`src/rtl/credit_stream_receiver.sv`:
```
// Credit-flow receive buffer: pushes arrive without backpressure,
// each pop returns one credit to the transmitter on the next cycle.
module credit_stream_receiver #(
  parameter type         T        = logic,
  parameter int unsigned Depth    = 4,
  parameter int unsigned CntWidth = $clog2(Depth + 1)
) (
  input  logic                clk_i,
  input  logic                rst_i,
  input  logic                src_valid_i,
  input  T                    src_data_i,
  output logic                credit_o,
  output logic                dst_valid_o,
  input  logic                dst_ready_i,
  output T                    dst_data_o,
  output logic [CntWidth-1:0] fill_o,
  output logic                overflow_o
);

  localparam int unsigned AW = $clog2(Depth);

  logic [AW:0]   r_wptr;
  logic [AW:0]   r_rptr;
  logic          r_credit;
  logic          r_ovf;
  T              r_mem [Depth];

  logic [AW-1:0] w_widx;
  logic [AW-1:0] w_ridx;
  logic [AW:0]   w_fill;
  logic          w_empty;
  logic          w_full;
  logic          w_push;
  logic          w_pop;
  logic          w_ovf_hit;

  assign w_widx = r_wptr[AW-1:0];
  assign w_ridx = r_rptr[AW-1:0];

  assign w_empty = (r_wptr == r_rptr);
  assign w_full  = (w_widx == w_ridx) &&
                   (r_wptr[AW] != r_rptr[AW]);

  // Fullness is judged before any same-cycle pop frees a slot.
  assign w_push    = src_valid_i && !w_full;
  assign w_ovf_hit = src_valid_i && w_full;
  assign w_pop     = !w_empty && dst_ready_i;

  assign w_fill = r_wptr - r_rptr;

  always_ff @(posedge clk_i) begin
    if (rst_i) begin
      r_wptr   <= '0;
      r_rptr   <= '0;
      r_credit <= 1'b0;
      r_ovf    <= 1'b0;
    end else begin
      if (w_push) begin
        r_wptr <= r_wptr + (AW+1)'(1);
      end
      if (w_pop) begin
        r_rptr <= r_rptr + (AW+1)'(1);
      end
      r_credit <= w_pop;
      r_ovf    <= r_ovf | w_ovf_hit;
    end
  end

  // Storage is deliberately left unreset; pointers define validity.
  always_ff @(posedge clk_i) begin
    if (!rst_i && w_push) begin
      r_mem[w_widx] <= src_data_i;
    end
  end

  assign dst_valid_o = !w_empty;
  assign dst_data_o  = r_mem[w_ridx];
  assign fill_o      = CntWidth'(w_fill);
  assign credit_o    = r_credit;
  assign overflow_o  = r_ovf;

endmodule
```
`config.mk`:
```
export PLATFORM = sky130hd
export DESIGN_NAME = credit_stream_receiver
export DESIGN_NICKNAME = d
export VERILOG_FILES = /design/src/rtl/credit_stream_receiver.sv
export SDC_FILE = /design/constraint.sdc
export NUM_CORES = 1
export LEC_CHECK = 0
export CORE_UTILIZATION = 35
export CTS_CLUSTER_SIZE = 28
export DETAILED_ROUTE_END_ITERATION = 12
export SLEW_MARGIN = 20
export SYNTH_ARGS = -nofsm -noshare
export SYNTH_HDL_FRONTEND = slang
export SYNTH_SLANG_ARGS = --single-unit
```
`constraint.sdc`:
```
create_clock -name clk_i -period 1.7 [get_ports clk_i]
set_input_delay 0.255 -clock clk_i [delete_from_list [all_inputs] [get_ports clk_i]]
set_output_delay 0.255 -clock clk_i [all_outputs]
set_load 0.01 [all_outputs]
```
==> results.py, run 1 <==
metrics = {
    "status": {
        "status": "finished, violations left",
        "violations": "negative setup slack",
    },
    "critical_path": {
        "startpoint_type": "flip-flop",
        "worstPathMaxFanout": 2,
        "critPathCaptureType": "output port",
        "crit_type": "flip-flop to output port",
        "required_ns": 1.44,
        "worstPathArrival_ns": 1.47,
    },
    "cells_and_area": {
        "finalNonFillerCells": 133,
        "nFillCells": 209,
        "fin_nets": 119,
        "syn2layout_area_growth_pct": 35.4,
        "drive_above_1_share": 0.333,
        "insertedDiodeCount": 0,
    },
    "yosys": {
        "yosys-top-cells-area": "dfxtp_1 (25%), edfxtp_1 (15%), ha_1 (11%)",
        "syn_avg_cell_area_um2": 10.1,
        "synth_nets": 93,
        "synth_commonest_cells": "dfxtp_1 (10), ha_1 (7), nand2_1 (7)",
        "postSynth.asyncResetShare": 0,
        "synth.top_cell.area_share": 0.248,
        "yosys.area.top_type": "dfxtp_1",
        "ys_seq_area_frac": 0.396,
        "synth_edf_count": 4,
        "synth_most_common_cell": "dfxtp_1",
        "ys_ff_latch": 14,
        "ys.flop_type": "dfxtp_1",
        "ys.warnings.count": 0,
        "ys_types": 29,
        "synthCells": 80,
        "netlist_area_um2": 808,
    },
    "global_route": {
        "grt_pass1_wl_mm": 2.88,
        "grt_max_degree": 12,
        "grt_pass1_vias": 649,
        "antenna_found_initial": 0,
        "grt_use_total": 0.162,
        "grt_overflow": 0,
    },
    "placed_design": {
        "place_inst": 129,
        "hpwl_mm": 1.34,
        "io_buffers": 11,
        "gp_congestion": 0.767,
    },
    "routing": {
        "wl_per_cell_um": 13.5,
        "via_per_inst": 5.29,
        "drc": 0,
        "vias": 704,
        "drtIter0Drc": 13,
        "wirelength_mm": 1.79,
        "dr.pass1.iters": 5,
        "ant_nets": 0,
    },
    "clock_tree": {
        "clk_path_buf_depth": 2,
        "tritoncts": "built",
        "path_clk_slew_ns": 0.08,
        "post-cts-setup-buffers": 0,
        "cts.sinks": 14,
        "htreeDepth": 1,
        "insertion_delay_ns": 0.28,
        "clock-root-buffer": "clkbuf_4",
        "cts-buffers-inserted": 3,
    },
    "floorplanning": {
        "die_h_um": 50.1,
        "core_mm2": 0.00219,
        "dieArea_mm2": 0.00251,
        "start_util": 0.369,
        "ios": 12,
        "die_w_um": 50.1,
        "rows": 17,
    },
    "timing": {
        "slew_headroom": 0.755,
        "slew_viol_final": 0,
        "setup_viol": 1,
        "hold_slack_ns": 0.493,
        "fin_worst_skew_ns": 0.00196,
        "fmax_ghz": 0.578,
        "finalHoldViolCount": 0,
        "final.period_utilization": 1.02,
        "setup_slack_ns": -0.0294,
        "layout_min_cycle_time_ns": 1.73,
        "rsz0062_at_grt": "yes",
        "worstMarginPinSlew_ns": 0.368,
    },
    "run": {
        "maxCapViolCount": 0,
    },
    "min_path": {
        "min_path_type": "flip-flop to flip-flop",
    },
    "power": {
        "irDropWorstVdd_uv": 1140,
        "p_leak_nw": 0.448,
        "powerDensity_mw_per_mm2": 1650,
    },
}
==> final cells by class <==
class / instances / area, um^2 / area share
inverter: 6 / 22.5 / 0.0206
sequential: 14 / 324 / 0.296
tap: 28 / 35.0 / 0.0320
timing repair buffer: 25 / 205 / 0.187
multi-input combinational: 56 / 472 / 0.431
clock buffer: 4 / 36.3 / 0.0331
==> logic make-up after synthesis <==
logic type | synth area share
buffers and inverters | 0.0573
AO/OA/AOI/OAI | 0.132
adder cells (fa/ha/maj) | 0.133
AND/OR/NAND/NOR | 0.212
flip-flops | 0.396
XOR/XNOR | 0.0418
multiplexers | 0.0279
==> worst paths after layout <==
check	endpoint	start	cells after the start	slack, ns
max reg2reg	r_mem[0]	r_wptr[1]	6	0.08
min reg2reg	overflow_o	overflow_o	2	0.49
max	fill_o[1]	r_wptr[0]	5	-0.03
min	overflow_o	overflow_o	2	0.49
==> timing repair <==
item	4_1_cts	5_1_grt
gates resized for setup	21	5
endpoints found under the setup margin	6	4
hold buffers	0	0
pin swaps	2	0
==> per-layer routing <==
layer  GRT usage  vias up  part of all wire  wire length, um
met3      0.0494        4             0.042               76
met4      0.0857        0             0.013               23
li1            -      345                 -                -
met1       0.199      337              0.45              814
met2       0.249       18              0.49              881
met5           0        -                 0                0
==> report_power, final <==
part,internal [mW],switching (mW),leakage (nW)
clock network,0.130,0.113,0.0210
registers,0.429,0.0475,0.119
logic,0.547,0.544,0.307
total,1.11,0.705,0.448
==> per-stage QoR <==
step	total power [mW]	worst slack [ns]	setup TNS, ns	instance area, um^2	utilization
after floorplan	1.06	0.0352	0	808	-
after global placement	1.53	-0.202	-0.344	1030	0.472
after detailed placement	1.55	-0.229	-0.377	1030	0.472
after CTS	1.79	-0.0541	-0.0588	1090	0.498
after global routing	1.95	-0.0804	-0.128	1090	0.500
final	1.81	-0.0294	-0.0294	1090	0.500
==> worst max-delay path, stage by stage (launching register included) <==
cell     delay (ns)
dfxtp_2        0.34
inv_2          0.05
ha_4           0.15
fa_2           0.52
inv_2          0.03
buf_6          0.11
==> cell usage in the layout (no fill, tap or decap), types with 2 or more instances in the layout <==
master,n
buf_4,14
dfxtp_1,7
nand2_1,6
clkdlybuf4s50_1,6
and3_1,5
a31oi_1,5
ha_1,5
inv_1,4
nor3b_1,4
edfxtp_1,4
nand3_1,3
o311ai_1,3
clkbuf_4,3
dfxtp_2,3
inv_2,2
xnor2_1,2
nand2_2,2
nor2b_1,2
nand4_1,2
a41oi_1,2
o311ai_0,2
or3_1,2
ha_4,2
buf_2,2
Power figures use the tool's default switching activity.
==> run 2: changes to the inputs <==
clock period = 2.03 ns   (was 1.7 ns; I/O delays follow)
==> results.py, run 2 (same netlist as run 1, synthesis figures left out) <==
metrics = {
    "critical_path": {
        "crit_start": "r_wptr[0]",
        "critPathCaptureType": "output port",
        "required_ns": 1.73,
        "worstPathArrival_ns": 1.65,
        "worstPathMaxFanout": 2,
        "startpoint_type": "flip-flop",
        "crit_type": "flip-flop to output port",
        "timing.rr.start": "r_wptr[1]",
    },
    "power": {
        "finalPower_mw": 1.33,
        "powerDensity_mw_per_mm2": 1330,
        "irDropWorstVdd_uv": 1200,
        "p_leak_nw": 0.404,
    },
    "floorplanning": {
        "dieArea_mm2": 0.00251,
        "ios": 12,
        "start_util": 0.369,
        "die_h_um": 50.1,
        "rows": 17,
        "die_w_um": 50.1,
        "core_mm2": 0.00219,
    },
    "global_route": {
        "grt_pass1_vias": 633,
        "grt_max_degree": 12,
        "grt_pass1_wl_mm": 2.74,
        "grt_overflow": 0,
        "grt_use_total": 0.148,
        "antenna_found_initial": 0,
    },
    "routing": {
        "vias": 659,
        "via_per_inst": 5.31,
        "wl_per_cell_um": 13.1,
        "wirelength_mm": 1.62,
        "dr.pass1.iters": 4,
        "drc": 0,
        "drtIter0Drc": 7,
        "ant_nets": 0,
    },
    "timing": {
        "setup_viol": 0,
        "fin_worst_skew_ns": 0.00404,
        "setup_tns_ns": 0,
        "slew_headroom": 0.775,
        "final.period_utilization": 0.964,
        "finalHoldViolCount": 0,
        "layout_min_cycle_time_ns": 1.96,
        "fmax_ghz": 0.511,
        "worstMarginPinSlew_ns": 0.332,
        "hold_slack_ns": 0.491,
        "slew_viol_final": 0,
        "rsz0062_at_grt": "no",
    },
    "status": {
        "status": "complete, no violations",
    },
    "cells_and_area": {
        "fin_nets": 110,
        "syn2layout_area_growth_pct": 23.5,
        "insertedDiodeCount": 0,
        "drive_above_1_share": 0.177,
        "final_cell_mix": "dfxtp_1 (8), clkdlybuf4s50_1 (8), nand2_1 (7), ha_1 (7), inv_1 (6)",
    },
    "min_path": {
        "min_path_type": "flip-flop to flip-flop",
        "hp-start": "overflow_o",
    },
    "clock_tree": {
        "post-cts-setup-buffers": 0,
        "cts.sinks": 14,
        "insertion_delay_ns": 0.28,
        "htreeDepth": 1,
        "tritoncts": "built",
        "clk_path_buf_depth": 2,
        "clock-root-buffer": "clkbuf_4",
        "cts-buffers-inserted": 3,
        "path_clk_slew_ns": 0.09,
    },
    "run": {
        "maxCapViolCount": 0,
    },
    "placed_design": {
        "hpwl_mm": 1.25,
        "io_buffers": 11,
        "gp_congestion": 0.781,
    },
}
## run 2: worst paths after layout
kind / to / slack (ns) / cells past startpoint
worst max-delay path: fill_o[1] / 0.07 / 5
worst min-delay path: overflow_o / 0.49 / 2
worst max register to register: r_mem[0] / 0.43 / 5
worst min register to register: overflow_o / 0.49 / 2
## run 2: routing by layer
metal | vias up | routed length [um] | GRT usage
met5 | - | 0 | 0
met1 | 319 | 767 | 0.177
met2 | 10 | 778 | 0.249
met3 | 4 | 51 | 0.0309
li1 | 326 | - | -
met4 | 0 | 27 | 0.0714
## run 2: final cells by class
class                      count  area (um^2)
clock buffer                   4         36.3
fill                         205         1190
inverter                       6         22.5
multi-input combinational     56          442
sequential                    14          323
tap                           28         35.0
timing repair buffer          16          140
## run 2: report_power, final
part	total [mW]	internal, mW	switching [mW]
combinational	0.721	0.341	0.380
sequential	0.405	0.358	0.0472
clock	0.203	0.109	0.0938
## run 2: repair_timing
item	4_1_cts	5_1_grt
resized for setup	4	3
hold endpoints to repair	0	0
hold buffers	0	0
pin swaps	0	0
setup endpoints to repair	3	2
gates cloned	0	0
## run 2: stage by stage
step / setup slack, ns / cell area [um^2] / std cells / utilization
global route: 0.00824 / 998 / 124 / 0.456
floorplan: 0.365 / 808 / 80 / -
CTS: 0.0346 / 1000 / 124 / 0.457
detailed placement: 0.0692 / 967 / 120 / 0.441
finish: 0.0731 / 998 / 124 / 0.456
global placement: 0.0830 / 967 / 120 / 0.441
## run 2: worst max-delay path, stage by stage, from the launching register on
cell	delay, ns
dfxtp_2	0.33
inv_1	0.05
ha_1	0.21
fa_1	0.48
inv_1	0.04
dlygate4sd2_1	0.27
